`config.mk`:
```
export PLATFORM = sky130hd
export DESIGN_NAME = pipe_ctrl_flat
export DESIGN_NICKNAME = d
export VERILOG_FILES = /design/src/rtl/pipe_ctrl_if.sv /design/src/rtl/pipe_ctrl.sv /design/src/flat_wrapper.sv
export SDC_FILE = /design/constraint.sdc
export NUM_CORES = 1
export LEC_CHECK = 0
export BUFFER_PORTS_ARGS = -buffer_cell sky130_fd_sc_hd__buf_4
export CAP_MARGIN = 20
export CORE_MARGIN = 5
export CORE_UTILIZATION = 47
export CTS_CLUSTER_SIZE = 12
export DETAILED_ROUTE_END_ITERATION = 16
export PLACE_DENSITY = 0.9
export RECOVER_POWER = 50
export SYNTH_ARGS = -nofsm -noshare
export SYNTH_HDL_FRONTEND = slang
export SYNTH_SLANG_ARGS = --single-unit
```
`constraint.sdc`:
```
create_clock -name clk -period 3.94 [get_ports clk]
set_input_delay 0.197 -clock clk [delete_from_list [all_inputs] [get_ports clk]]
set_output_delay 0.197 -clock clk [all_outputs]
set_load 0.1 [all_outputs]
```
`src/rtl/pipe_ctrl_if.sv`:
```
`default_nettype none
// ============================================================================
// Module   : pipe_ctrl_if
// Desc     : Hazard inputs and pipeline-register controls of pipe_ctrl.
// Revision : 1.0
// ============================================================================
interface pipe_ctrl_if;
    logic [4:0]  id_rs1;
    logic [4:0]  id_rs2;
    logic        id_uses_rs1;
    logic        id_uses_rs2;
    logic [4:0]  ex_rd;
    logic        ex_mem_read;
    logic        ex_branch_taken;
    logic        ex_mdu_start;
    logic        mdu_done;
    logic        pc_write;
    logic [1:0]  ifid_clear;
    logic [1:0]  idex_clear;
    logic [1:0]  exmem_clear;
    logic [1:0]  memwb_clear;
    logic [15:0] stall_cnt;
    logic        mdu_timeout;

    // Datapath side: presents ID/EX status, receives the controls.
    modport master (
        output id_rs1, id_rs2, id_uses_rs1, id_uses_rs2, ex_rd, ex_mem_read,
               ex_branch_taken, ex_mdu_start, mdu_done,
        input  pc_write, ifid_clear, idex_clear, exmem_clear, memwb_clear,
               stall_cnt, mdu_timeout
    );

    modport slave (
        input  id_rs1, id_rs2, id_uses_rs1, id_uses_rs2, ex_rd, ex_mem_read,
               ex_branch_taken, ex_mdu_start, mdu_done,
        output pc_write, ifid_clear, idex_clear, exmem_clear, memwb_clear,
               stall_cnt, mdu_timeout
    );
endinterface
`default_nettype wire

```
`src/rtl/pipe_ctrl.sv`:
```
`default_nettype none
// ============================================================================
// Module   : pipe_ctrl
// Desc     : Pipeline stall/flush controller; MDU wait built with
//            `define PIPE_CTRL_MDU_EN.
// Revision : 1.0
// ============================================================================
module pipe_ctrl #(
    parameter int INIT_FLUSH  = 4,
    parameter int MDU_TIMEOUT = 40
) (
    input  logic       clk,
    input  logic       rst_n,
    pipe_ctrl_if.slave bus_io
);
    typedef enum logic [1:0] {
        ST_INIT     = 2'd0,
        ST_RUN      = 2'd1,
        ST_MDU_WAIT = 2'd2
    } state_t;

    localparam logic [1:0] CLR_LOAD  = 2'b00;
    localparam logic [1:0] CLR_HOLD  = 2'b01;
    localparam logic [1:0] CLR_FLUSH = 2'b11;
    localparam logic [3:0] INIT_LAST = 4'(INIT_FLUSH - 1);

    state_t      state_q, state_d;
    logic [3:0]  init_cnt_q, init_cnt_d;
    logic        lu_q, lu_d;
    logic [15:0] stall_cnt_q;
    logic        w_load_use;
    logic        w_pc_write;
    logic [1:0]  w_ifid, w_idex, w_exmem, w_memwb;

`ifdef PIPE_CTRL_MDU_EN
    localparam logic [7:0] WAIT_LAST = 8'(MDU_TIMEOUT);
    logic [7:0] wait_cnt_q, wait_cnt_d;
    logic       timeout_q, timeout_d;
`else
    logic w_unused_mdu;
    assign w_unused_mdu = bus_io.ex_mdu_start ^ bus_io.mdu_done;
`endif

    assign w_load_use = bus_io.ex_mem_read && (bus_io.ex_rd != 5'd0) &&
                        ((bus_io.id_uses_rs1 && (bus_io.id_rs1 == bus_io.ex_rd)) ||
                         (bus_io.id_uses_rs2 && (bus_io.id_rs2 == bus_io.ex_rd)));

    always_comb begin
        state_d    = state_q;
        init_cnt_d = init_cnt_q;
        lu_d       = 1'b0;
        w_pc_write = 1'b0;
        w_ifid     = CLR_FLUSH;
        w_idex     = CLR_FLUSH;
        w_exmem    = CLR_FLUSH;
        w_memwb    = CLR_FLUSH;
`ifdef PIPE_CTRL_MDU_EN
        wait_cnt_d = wait_cnt_q;
        timeout_d  = timeout_q;
`endif
        case (state_q)
            ST_INIT: begin
                init_cnt_d = init_cnt_q + 4'd1;
                if (init_cnt_q == INIT_LAST) begin
                    state_d    = ST_RUN;
                    init_cnt_d = 4'd0;
                end
            end
            ST_RUN: begin
                w_pc_write = 1'b1;
                w_ifid     = CLR_LOAD;
                w_idex     = CLR_LOAD;
                w_exmem    = CLR_LOAD;
                w_memwb    = CLR_LOAD;
                if (bus_io.ex_branch_taken) begin
                    w_ifid = CLR_FLUSH;
                    w_idex = CLR_FLUSH;
                end
`ifdef PIPE_CTRL_MDU_EN
                else if (bus_io.ex_mdu_start) begin
                    // A same-cycle result needs no wait at all.
                    if (!bus_io.mdu_done) begin
                        w_pc_write = 1'b0;
                        w_ifid     = CLR_HOLD;
                        w_idex     = CLR_HOLD;
                        w_exmem    = CLR_FLUSH;
                        state_d    = ST_MDU_WAIT;
                        wait_cnt_d = 8'd1;
                    end
                end
`endif
                // lu_q blocks a second stall while the same load is still seen in EX.
                else if (w_load_use && !lu_q) begin
                    w_pc_write = 1'b0;
                    w_ifid     = CLR_HOLD;
                    w_idex     = CLR_FLUSH;
                    lu_d       = 1'b1;
                end
            end
`ifdef PIPE_CTRL_MDU_EN
            ST_MDU_WAIT: begin
                if (bus_io.mdu_done || (wait_cnt_q == WAIT_LAST)) begin
                    w_pc_write = 1'b1;
                    w_ifid     = CLR_LOAD;
                    w_idex     = CLR_LOAD;
                    w_exmem    = CLR_LOAD;
                    w_memwb    = CLR_LOAD;
                    state_d    = ST_RUN;
                    if (!bus_io.mdu_done) begin
                        timeout_d = 1'b1;
                    end
                end else begin
                    w_ifid     = CLR_HOLD;
                    w_idex     = CLR_HOLD;
                    w_exmem    = CLR_FLUSH;
                    w_memwb    = CLR_LOAD;
                    wait_cnt_d = wait_cnt_q + 8'd1;
                end
            end
`endif
            default: begin
                state_d    = ST_INIT;
                init_cnt_d = 4'd0;
            end
        endcase
    end

    always_ff @(posedge clk or negedge rst_n) begin
        if (!rst_n) begin
            state_q     <= ST_INIT;
            init_cnt_q  <= 4'd0;
            lu_q        <= 1'b0;
            stall_cnt_q <= 16'd0;
        end else begin
            state_q    <= state_d;
            init_cnt_q <= init_cnt_d;
            lu_q       <= lu_d;
            if (!w_pc_write && (stall_cnt_q != 16'hFFFF)) begin
                stall_cnt_q <= stall_cnt_q + 16'd1;
            end
        end
    end

`ifdef PIPE_CTRL_MDU_EN
    always_ff @(posedge clk or negedge rst_n) begin
        if (!rst_n) begin
            wait_cnt_q <= 8'd0;
            timeout_q  <= 1'b0;
        end else begin
            wait_cnt_q <= wait_cnt_d;
            timeout_q  <= timeout_d;
        end
    end

    assign bus_io.mdu_timeout = timeout_q;
`else
    assign bus_io.mdu_timeout = 1'b0;
`endif

    assign bus_io.pc_write    = w_pc_write;
    assign bus_io.ifid_clear  = w_ifid;
    assign bus_io.idex_clear  = w_idex;
    assign bus_io.exmem_clear = w_exmem;
    assign bus_io.memwb_clear = w_memwb;
    assign bus_io.stall_cnt   = stall_cnt_q;
endmodule
`default_nettype wire

```
`src/flat_wrapper.sv`:
```
// flat-port wrapper written by rule: the top's interface ports become plain ports
module pipe_ctrl_flat 
#(
    parameter int INIT_FLUSH  = 4,
    parameter int MDU_TIMEOUT = 40
)
  (clk, rst_n, bus_io_id_rs1, bus_io_id_rs2, bus_io_id_uses_rs1, bus_io_id_uses_rs2, bus_io_ex_rd, bus_io_ex_mem_read, bus_io_ex_branch_taken, bus_io_ex_mdu_start, bus_io_mdu_done, bus_io_pc_write, bus_io_ifid_clear, bus_io_idex_clear, bus_io_exmem_clear, bus_io_memwb_clear, bus_io_stall_cnt, bus_io_mdu_timeout);
  pipe_ctrl_if bus_io_i ();
  input  logic clk;
  input  logic rst_n;
  input wire logic [$bits(bus_io_i.id_rs1)-1:0] bus_io_id_rs1;
  input wire logic [$bits(bus_io_i.id_rs2)-1:0] bus_io_id_rs2;
  input wire logic [$bits(bus_io_i.id_uses_rs1)-1:0] bus_io_id_uses_rs1;
  input wire logic [$bits(bus_io_i.id_uses_rs2)-1:0] bus_io_id_uses_rs2;
  input wire logic [$bits(bus_io_i.ex_rd)-1:0] bus_io_ex_rd;
  input wire logic [$bits(bus_io_i.ex_mem_read)-1:0] bus_io_ex_mem_read;
  input wire logic [$bits(bus_io_i.ex_branch_taken)-1:0] bus_io_ex_branch_taken;
  input wire logic [$bits(bus_io_i.ex_mdu_start)-1:0] bus_io_ex_mdu_start;
  input wire logic [$bits(bus_io_i.mdu_done)-1:0] bus_io_mdu_done;
  output wire logic [$bits(bus_io_i.pc_write)-1:0] bus_io_pc_write;
  output wire logic [$bits(bus_io_i.ifid_clear)-1:0] bus_io_ifid_clear;
  output wire logic [$bits(bus_io_i.idex_clear)-1:0] bus_io_idex_clear;
  output wire logic [$bits(bus_io_i.exmem_clear)-1:0] bus_io_exmem_clear;
  output wire logic [$bits(bus_io_i.memwb_clear)-1:0] bus_io_memwb_clear;
  output wire logic [$bits(bus_io_i.stall_cnt)-1:0] bus_io_stall_cnt;
  output wire logic [$bits(bus_io_i.mdu_timeout)-1:0] bus_io_mdu_timeout;
  assign bus_io_i.id_rs1 = bus_io_id_rs1;
  assign bus_io_i.id_rs2 = bus_io_id_rs2;
  assign bus_io_i.id_uses_rs1 = bus_io_id_uses_rs1;
  assign bus_io_i.id_uses_rs2 = bus_io_id_uses_rs2;
  assign bus_io_i.ex_rd = bus_io_ex_rd;
  assign bus_io_i.ex_mem_read = bus_io_ex_mem_read;
  assign bus_io_i.ex_branch_taken = bus_io_ex_branch_taken;
  assign bus_io_i.ex_mdu_start = bus_io_ex_mdu_start;
  assign bus_io_i.mdu_done = bus_io_mdu_done;
  assign bus_io_pc_write = bus_io_i.pc_write;
  assign bus_io_ifid_clear = bus_io_i.ifid_clear;
  assign bus_io_idex_clear = bus_io_i.idex_clear;
  assign bus_io_exmem_clear = bus_io_i.exmem_clear;
  assign bus_io_memwb_clear = bus_io_i.memwb_clear;
  assign bus_io_stall_cnt = bus_io_i.stall_cnt;
  assign bus_io_mdu_timeout = bus_io_i.mdu_timeout;
  pipe_ctrl #(.INIT_FLUSH(INIT_FLUSH), .MDU_TIMEOUT(MDU_TIMEOUT)) u_core (.clk(clk), .rst_n(rst_n), .bus_io(bus_io_i));
endmodule
```
==> results of run 1 <==
## layout make-up
cell class / count / area share (%)
inverter: 4 / 0.951
timing repair buffer: 47 / 20.8
clock buffer: 4 / 2.30
tap: 30 / 2.38
multi-input combinational: 83 / 38.7
sequential: 22 / 34.9
## final timing paths
| kind | start | end | slack [ps] | cells past startpoint |
|---|---|---|---|---|
| worst max-delay path | bus_io_ex_rd[0] | bus_io_pc_write | 1910 | 6 |
| worst min-delay path | bus_io_ex_branch_taken | u_core.lu_q$_DFF_PN0_ | 210 | 4 |
| worst max register to register | u_core.bus_io.stall_cnt[5]$_DFFE_PN0P_ | u_core.bus_io.stall_cnt[13]$_DFFE_PN0P_ | 2030 | 6 |
| worst min register to register | u_core.bus_io.stall_cnt[7]$_DFFE_PN0P_ | u_core.bus_io.stall_cnt[7]$_DFFE_PN0P_ | 500 | 1 |
| max in group asynchronous | rst_n | u_core.bus_io.stall_cnt[12]$_DFFE_PN0P_ | 2630 | 2 |
| min in group asynchronous | rst_n | u_core.bus_io.stall_cnt[4]$_DFFE_PN0P_ | 620 | 2 |
## per-stage QoR
step / instance area [µm²] / util, % / hold slack (ps)
after floorplan: 1240 / - / -98.6
after global placement: 1560 / 62.6 / 93.9
after detailed placement: 1560 / 62.6 / 101
after CTS: 1610 / 64.4 / 204
after global routing: 1580 / 63.2 / 242
final: 1580 / 63.2 / 209
## critical path, stage by stage
cell	delay (ps)
buf_4	120
or4_1	530
nor2_1	100
nor3b_1	90
a31oi_4	410
buf_4	380
## layer usage
layer / wire [µm] / global-route usage, % / part of all wire [%] / vias to the layer above
met2: 1310 / 28.7 / 51 / 52
met1: 993 / 17.2 / 38 / 485
met3: 260 / 3.14 / 10 / 2
met4: 18 / 5.45 / 0.70 / 0
li1: - / - / - / 484
met5: 0 / 0 / 0 / -
## timing repair
item | 4_1_cts | 5_1_grt
hold buffers | 1 | 0
hold endpoints to repair | 22 | 0
resized for setup | 0 | 0
## state kept, by name, summed over array words and instances (netlist names)
| name | cells |
|---|---|
| u_core.init_cnt_q | 4 |
| u_core.lu_q | 1 |
| u_core.bus_io.stall_cnt | 16 |
| u_core.state_q | 1 |
## power by group
group          switching, W  internal (W)  total (W)  leakage, nW
sequential       0.00000977      0.000234   0.000244        0.296
clock             0.0000680     0.0000564   0.000124       0.0210
combinational      0.000111     0.0000419   0.000153        0.452
total              0.000189      0.000332   0.000521        0.769
## synthesized netlist by cell type
library cell  number
conb_1             1
o31ai_1            2
nand3_1            5
ha_1               2
xor2_1            11
nor3b_2            1
nor3_1             3
mux2_4             1
inv_1              4
nand2_1            8
buf_4              6
o21ai_0            2
or4_1              1
nand3b_1           1
clkbuf_1           1
nor4b_1            3
o22ai_2            1
xnor2_1           14
nor3b_1            2
dfrtp_1           22
a31oi_4            1
nor2_1             5
nand4_1            5
nand4b_1           2
or2b_2             1
nand2b_1           2
and3_1             3
buf_6              1
nor4_1             4
mux2_2             2
## logic make-up after synthesis
family          after synthesis  synth area share (%)
compound gates                6                  4.74
xor+xnor                     25                  17.6
fa+ha+maj                     2                  2.02
buf+inv                      12                  6.05
flops                        22                  44.4
mux                           3                  3.02
other cells                   1                 0.302
simple gates                 46                  21.9
==> impl_metrics.csv, run 1 <==
group,metric,value,unit
grt,grt_max_degree,23,
place,finalWeightedCongestion,0.776,
floorplan,die_area,3770,µm²
detailed_routing,initialDrtViolationCount,33,
power,total_power,0.000521,W
power,ir_worst_vdd,0.232,mV
timing,hold_viol_final,0,
logic_synthesis,synth_area_per_cell,10.6,µm²
logic_synthesis,synth_cell_types,30,
logic_synthesis,synth_nets,142,
final_layout,layout.cells.non_filler,190,
floorplan,num_rows,18,
logic_synthesis,ys_top_cells_by_area,"dfrtp_1 (44%), xnor2_1 (9.9%), xor2_1 (7.8%), buf_4 (3.6%), nand4_1 (2.5%)",
place,port-buffer-count,45,
final_layout,n_antenna_cell,0,
timing,finalWorstSetupSlack,1910,ps
power,p_leak,0.769,nW
worst_hold_path,hp-class,"input pin to flop",
grt,overflow,0,
floorplan,fp.dieH,61.4,µm
clock_tree,cts_setup_buffers,0,
timing,worst_pin_slew,1180,ps
final_layout,nets,186,
timing,rsz0062_at_grt,"no",
logic_synthesis,yosys_warnings,0,
floorplan,start_util,49.6,%
clock_tree,clockBufferDepth,2,
grt,antenna_found_initial,0,
detailed_routing,via_count,1023,
logic_synthesis,synth_top_area_share,44.4,%
critical_path,crit_type,"input pin to output port",
timing,slew_violations,0,
job,max_cap_violations,0,
final_layout,register_area,551,µm²
final_layout,multi_input_area,611,µm²
final_layout,final_cell_mix,"buf_4 (39), dfrtp_1 (22), xnor2_1 (14), xor2_1 (11), nand2_1 (8)",
critical_path,worstSetupEndpointType,"output port",
status,status,"completed",
floorplan,core_area,2500,µm²
detailed_routing,first_pass_iters,4,
timing,period_needed,2030,ps
logic_synthesis,netlist_instances,117,
logic_synthesis,yosysSeqAreaShare,44.4,%
logic_synthesis,yosysTopAreaCell,"dfrtp_1",
final_layout,final_common_cell,"buf_4",
clock_tree,cts_sinks,22,
place,hpwl,2.09,mm
final_layout,fillCellCount,208,
timing,period_share,51.6,%
floorplan,chipWidth,61.4,µm
grt,gr-usage-all-layers,15.4,%
timing,relSlewSlack,22.0,%
place,dp_slack,1810,ps
grt,grt_pass1_vias,1033,
clock_tree,worstSkewPairLatency,310,ps
power,power_density,330,nW/µm²
timing,skew,6.31,ps
floorplan,io_pins,49,
timing,fin_setup_tns,0,ps
detailed_routing,antenna_left,0,
place,dp.cells,185,
timing,setup_viol,0,
detailed_routing,drt_wl_total,2.58,mm
critical_path,required,3740,ps
detailed_routing,wire_per_inst,13.6,µm
clock_tree,htree_levels,1,
critical_path,start_kind,"input pin",
detailed_routing,drc,0,
critical_path,cp_max_fo,16,
detailed_routing,vias_per_cell,5.38,
critical_path,arrival,1840,ps
clock_tree,numCtsBuffers,3,
logic_synthesis,syn-cell-area,1240,µm²
clock_tree,tritoncts,"built",
grt,grt_pass1_wl,4.29,mm
clock_tree,root_buffer,"clkbuf_4",
clock_tree,path_clk_slew,120,ps
logic_synthesis,synth-seq-cells,22,
final_layout,synthToLayoutAreaGrowth,27.2,%
timing,fmax,0.492,GHz
final_layout,drive_above_1_share,30.6,%
Note: power is estimated with default switching activity, not from simulation.
==> run 2: changes to the inputs <==
--- a/config.mk
+++ b/config.mk
@@ -8,10 +8,10 @@
 export BUFFER_PORTS_ARGS = -buffer_cell sky130_fd_sc_hd__buf_4
 export CAP_MARGIN = 20
 export CORE_MARGIN = 5
-export CORE_UTILIZATION = 47
+export CORE_UTILIZATION = 43
 export CTS_CLUSTER_SIZE = 12
 export DETAILED_ROUTE_END_ITERATION = 16
-export PLACE_DENSITY = 0.9
+export PLACE_DENSITY = 0.87
 export RECOVER_POWER = 50
 export SYNTH_ARGS = -nofsm -noshare
 export SYNTH_HDL_FRONTEND = slang
==> constraint.sdc (replaced) <==
create_clock -name clk -period 1.8 [get_ports clk]
set_input_delay 0.09 -clock clk [delete_from_list [all_inputs] [get_ports clk]]
set_output_delay 0.09 -clock clk [all_outputs]
set_load 0.1 [all_outputs]
==> impl_metrics.csv, run 2 (synthesis results as in run 1) <==
group,metric,value,unit
clock_tree,clockBufferDepth,2,
timing,relSlewSlack,22.9,%
detailed_routing,dr_wl_met2,1.54,mm
floorplan,chipWidth,63.7,µm
detailed_routing,wire_per_inst,14.3,µm
critical_path,arrival,1960,ps
grt,grt_max_degree,23,
power,switching_share,32.7,%
critical_path,cp_max_fo,4,
floorplan,die_area,4060,µm²
timing,rsz0062_at_grt,"yes",
final_layout,n_antenna_cell,0,
grt,gr-usage-all-layers,15.1,%
final_layout,final_common_cell,"buf_4",
timing,period_share,97.7,%
final_layout,final_cell_mix,"buf_4 (53), xnor2_1 (14), dfrtp_2 (12), xor2_1 (11), nand2_1 (8)",
place,port-buffer-count,45,
final_layout,synthToLayoutAreaGrowth,51.8,%
floorplan,core_area,2760,µm²
power,power_density,678,nW/µm²
grt,overflow,0,
final_layout,layout.cells.non_filler,206,
floorplan,fp.dieH,63.7,µm
detailed_routing,vias_per_cell,5.26,
clock_tree,tritoncts,"built",
power,total_power,0.00128,W
clock_tree,root_buffer,"clkbuf_4",
detailed_routing,antenna_left,0,
power,p_leak,0.841,nW
worst_hold_path,hp-class,"input pin to flop",
power,pwr-share-clk,29.0,%
grt,antenna_found_initial,0,
detailed_routing,first_pass_iters,4,
detailed_routing,initialDrtViolationCount,46,
floorplan,start_util,45.0,%
final_layout,nets,201,
detailed_routing,drc,0,
floorplan,io_pins,49,
job,max_cap_violations,0,
critical_path,critPathLaunch,"u_core.bus_io.stall_cnt[5]$_DFFE_PN0P_",
grt,grt_pass1_wl,5.02,mm
power,pwr-share-seq,42.1,%
power,intPower,0.000861,W
critical_path,required,2000,ps
final_layout,largest_register_ffs,16,
critical_path,start_kind,"flop",
detailed_routing,drt-met1-wl,1.14,mm
clock_tree,htree_levels,1,
place,dp.cells,196,
critical_path,crit_type,"flop to flop",
timing,fmax,0.569,GHz
detailed_routing,maxUsedRoutingLayer,"met4",
final_layout,fillCellCount,223,
power,power_switching,0.000418,W
place,finalWeightedCongestion,0.826,
worst_hold_path,min_from,"bus_io_ex_branch_taken",
timing,hold_viol_final,0,
grt,grt_pass1_vias,1205,
critical_path,worstSetupEndpointType,"flop",
clock_tree,worstSkewPairLatency,300,ps
power,ir_worst_vdd,0.661,mV
critical_path,reg2reg_from,"u_core.bus_io.stall_cnt[5]$_DFFE_PN0P_",
detailed_routing,via_count,1084,
final_layout,drive_above_1_share,60.0,%
clock_tree,cts_sinks,22,
clock_tree,path_clk_slew,120,ps
timing,worst_pin_slew,1160,ps
timing,slew_violations,0,
floorplan,num_rows,19,
clock_tree,numCtsBuffers,3,
timing,fin_setup_tns,0,ps
timing,setup_viol,0,
detailed_routing,drt_wl_total,2.94,mm
place,hpwl,2.33,mm
status,status,"completed",
final_layout,final_util,68.3,%
power,power_frac_comb,28.9,%
timing,skew,2.42,ps
detailed_routing,dr_wl_met3,219,µm
timing,period_needed,1760,ps
==> run 2: cell types whose count changed in the layout (fill, tap and decap cells not counted), sizes merged <==
cell,previous run,this run
buf,39,54
bufinv,0,1
clkbuf,11,10
clkinvlp,0,1
inv,4,3
==> run 2: final timing paths <==
| path | endpoint | slack (ps) | depth (start not counted) |
|---|---|---|---|
| worst max-delay path | u_core.bus_io.stall_cnt[13]$_DFFE_PN0P_ | 40 | 6 |
| worst min-delay path | u_core.lu_q$_DFF_PN0_ | 110 | 4 |
| worst max register to register | u_core.bus_io.stall_cnt[13]$_DFFE_PN0P_ | 40 | 6 |
| worst min register to register | u_core.bus_io.stall_cnt[9]$_DFFE_PN0P_ | 500 | 1 |
| max in group asynchronous | u_core.bus_io.stall_cnt[1]$_DFFE_PN0P_ | 450 | 2 |
| min in group asynchronous | u_core.bus_io.stall_cnt[9]$_DFFE_PN0P_ | 530 | 2 |
==> run 2: timing repair <==
item,CTS,global route
pin swaps,0,1
resized for setup,2,5
endpoints found under the hold margin,22,0
endpoints found under the setup margin,2,6
buffers inserted,1,4
hold buffers,1,0
==> run 2: area by class of cell <==
cell class	instances	area (µm²)	area share [%]
clock buffer	3	22.5	1.20
clock inverter	1	30.0	1.59
inverter	4	18.8	0.996
multi-input combinational	83	737	39.1
sequential	22	584	31.0
tap	31	38.8	2.06
timing repair buffer	62	453	24.0
==> run 2: critical path: stages, from the launching register on <==
cell and delay [ps]:
dfrtp_4 430, and3_4 200, and3_4 210, nand3_2 110, nor4_4 290, or2b_4 300, xnor2_1 120
==> run 2: metal layers <==
layer | vias up | track usage [%]
li1 | 517 | -
met1 | 523 | 16.9
met2 | 40 | 27.3
met3 | 4 | 3.55
met4 | 0 | 5.97
met5 | - | 0
==> run 2: power by group through the flow <==
stage | clock, W | combinational [W] | sequential (W)
floorplan | 0 | 0.000116 | 0.000685
global route | 0.000417 | 0.000387 | 0.000541
CTS | 0.000385 | 0.000374 | 0.000539
detailed placement | 0 | 0.000371 | 0.000548
global placement | 0 | 0.000363 | 0.000546
finish | 0.000371 | 0.000369 | 0.000538
==> run 2: stage by stage <==
stage	setup WS (ps)	hold WS [ps]	instance area [µm²]
2_1_floorplan	-178	-206	1370
5_1_grt	-24.7	122	1880
6_report	42.1	114	1880
3_3_place_gp	-7.70	-11.8	1760
3_5_place_dp	-14.6	-3.88	1760
4_1_cts	13.7	112	1840
==> run 3: changes to the inputs <==
--- a/config.mk
+++ b/config.mk
@@ -11,8 +11,7 @@
 export CORE_UTILIZATION = 43
 export CTS_CLUSTER_SIZE = 12
 export DETAILED_ROUTE_END_ITERATION = 16
-export PLACE_DENSITY = 0.87
-export RECOVER_POWER = 50
+export PLACE_DENSITY = 0.75
 export SYNTH_ARGS = -nofsm -noshare
 export SYNTH_HDL_FRONTEND = slang
 export SYNTH_SLANG_ARGS = --single-unit
==> impl_metrics.csv, run 3 (synthesis results as in run 1) <==
group,metric,value,unit
power,p_leak,0.823,nW
critical_path,required,2020,ps
status,status,"completed",
timing,period_needed,1740,ps
floorplan,num_rows,19,
critical_path,critPathBufInv,0,
grt,overflow,0,
final_layout,layout.cells.non_filler,201,
place,finalWeightedCongestion,0.812,
clock_tree,numCtsBuffers,3,
final_layout,largest_register_ffs,16,
clock_tree,worstSkewPairLatency,320,ps
critical_path,arrival,1960,ps
critical_path,critPathLaunch,"u_core.bus_io.stall_cnt[1]$_DFFE_PN0P_",
timing,period_share,96.8,%
timing,setup_viol,0,
clock_tree,path_clk_slew,140,ps
critical_path,slowest_stage,"dfrtp_4",
final_layout,final_common_cell,"buf_4",
timing,skew,10.5,ps
detailed_routing,dr_wl_met2,1.47,mm
critical_path,slowest_delay,510,ps
detailed_routing,antenna_left,0,
final_layout,n_antenna_cell,0,
place,hpwl,2.18,mm
grt,gr-usage-all-layers,14.4,%
floorplan,chipWidth,63.7,µm
clock_tree,root_buffer,"clkbuf_4",
detailed_routing,first_pass_iters,4,
job,max_cap_violations,0,
power,power_density,642,nW/µm²
timing,hold_viol_final,0,
detailed_routing,initialDrtViolationCount,36,
clock_tree,cts_sinks,22,
detailed_routing,vias_per_cell,5.22,
detailed_routing,via_count,1049,
critical_path,rrSetupSlack,60,ps
detailed_routing,dr_wl_met3,147,µm
worst_hold_path,min_from,"bus_io_ex_branch_taken",
final_layout,drive_above_1_share,60.6,%
grt,antenna_found_initial,0,
critical_path,reg2reg_from,"u_core.bus_io.stall_cnt[1]$_DFFE_PN0P_",
floorplan,fp.dieH,63.7,µm
timing,fin_setup_tns,0,ps
grt,grt_max_degree,23,
place,port-buffer-count,45,
critical_path,worstSetupEndpointType,"flop",
clock_tree,tritoncts,"built",
final_layout,final_cell_mix,"buf_4 (55), xnor2_1 (14), dfrtp_2 (12), xor2_1 (11), nand2_1 (8)",
critical_path,cp_max_fo,4,
critical_path,start_kind,"flop",
floorplan,core_area,2760,µm²
grt,grt_pass1_wl,4.69,mm
place,dp.cells,194,
critical_path,crit_type,"flop to flop",
final_layout,fillCellCount,201,
detailed_routing,drc,0,
floorplan,die_area,4060,µm²
grt,grt_pass1_vias,1026,
clock_tree,clockBufferDepth,2,
floorplan,start_util,45.0,%
critical_path,path_cells,"ha_1 -> nand4_1 -> nor2_2 -> nor4_4 -> or2b_4 -> xnor2_1",
final_layout,nets,196,
critical_path,crit_family,"simple AND/OR/NAND/NOR gates",
detailed_routing,wire_per_inst,14.2,µm
detailed_routing,maxUsedRoutingLayer,"met4",
worst_hold_path,hp-class,"input pin to flop",
timing,fmax,0.574,GHz
timing,rsz0062_at_grt,"yes",
detailed_routing,drt_wl_total,2.85,mm
final_layout,synthToLayoutAreaGrowth,49.4,%
timing,slew_violations,0,
floorplan,io_pins,49,
detailed_routing,drt-met1-wl,1.18,mm
power,ir_worst_vdd,0.519,mV
clock_tree,htree_levels,1,
[run 3: changes by cell type in the layout (fill, tap and decap cells not counted)]
cell / delta
buf_12: +1
buf_6: -1
nor4b_4: -1
bufinv_16: -1
nor2_2: +2
clkbuf_2: -6
nor2_1: -2
clkbuf_1: -1
nor4b_2: +1
buf_4: +2
clkbuf_8: +1
[run 3: path summary, 6_finish.rpt]
kind	cells past startpoint	end
min reg2reg	1	u_core.bus_io.stall_cnt[9]$_DFFE_PN0P_
min in group asynchronous	2	u_core.bus_io.stall_cnt[3]$_DFFE_PN0P_
max	6	u_core.bus_io.stall_cnt[13]$_DFFE_PN0P_
max in group asynchronous	2	u_core.bus_io.stall_cnt[7]$_DFFE_PN0P_
min	4	u_core.lu_q$_DFF_PN0_
max reg2reg	6	u_core.bus_io.stall_cnt[13]$_DFFE_PN0P_
[run 3: tightest hold or removal path: stages]
cell	delay, ps
buf_4	70
inv_1	80
nand2_1	100
nor2_1	40
[run 3: layer usage]
metal | up-vias | global-route usage [%]
met2 | 26 | 24.1
met3 | 6 | 3.20
met1 | 512 | 18.1
met5 | - | 0
met4 | 0 | 5.45
li1 | 505 | -
[run 3: through the flow]
stage | utilization (%) | cell area [µm²] | hold WS, ps | setup slack (ps) | power (W)
after floorplan | - | 1370 | -206 | -178 | 0.000802
after global placement | 63.2 | 1740 | -9.16 | 12.6 | 0.000908
after detailed placement | 63.2 | 1740 | -2.46 | -1.49 | 0.000916
after CTS | 65.3 | 1800 | 82.9 | 9.99 | 0.00120
after global routing | 67.2 | 1850 | 94.8 | -45.7 | 0.00125
final | 67.2 | 1850 | 84.5 | 58.3 | 0.00119
[run 3: repair_timing]
| item | 4_1_cts | 5_1_grt |
|---|---|---|
| gates resized for setup | 2 | 8 |
| hold endpoints to repair | 22 | 0 |
| buffers inserted | 0 | 2 |
| cloned | 0 | 0 |
| pin swaps | 0 | 2 |
| hold buffers | 1 | 0 |
| setup endpoints to repair | 2 | 7 |
[run 3: power breakdown]
group          internal, W  switching (W)  total (W)
combinational     0.000113       0.000257   0.000370
clock             0.000124       0.000161   0.000284
sequential        0.000522      0.0000146   0.000537
total             0.000759       0.000432    0.00119
[run 3: final cells by class]
cell class	count	area, µm²	share of cell area (%)
clock buffers	4	36.3	1.96
flip-flops and latches	22	584	31.5
repair buffers	57	443	23.9
well taps	31	38.8	2.09
multi-input cells	83	733	39.5
inverters	4	18.8	1.01
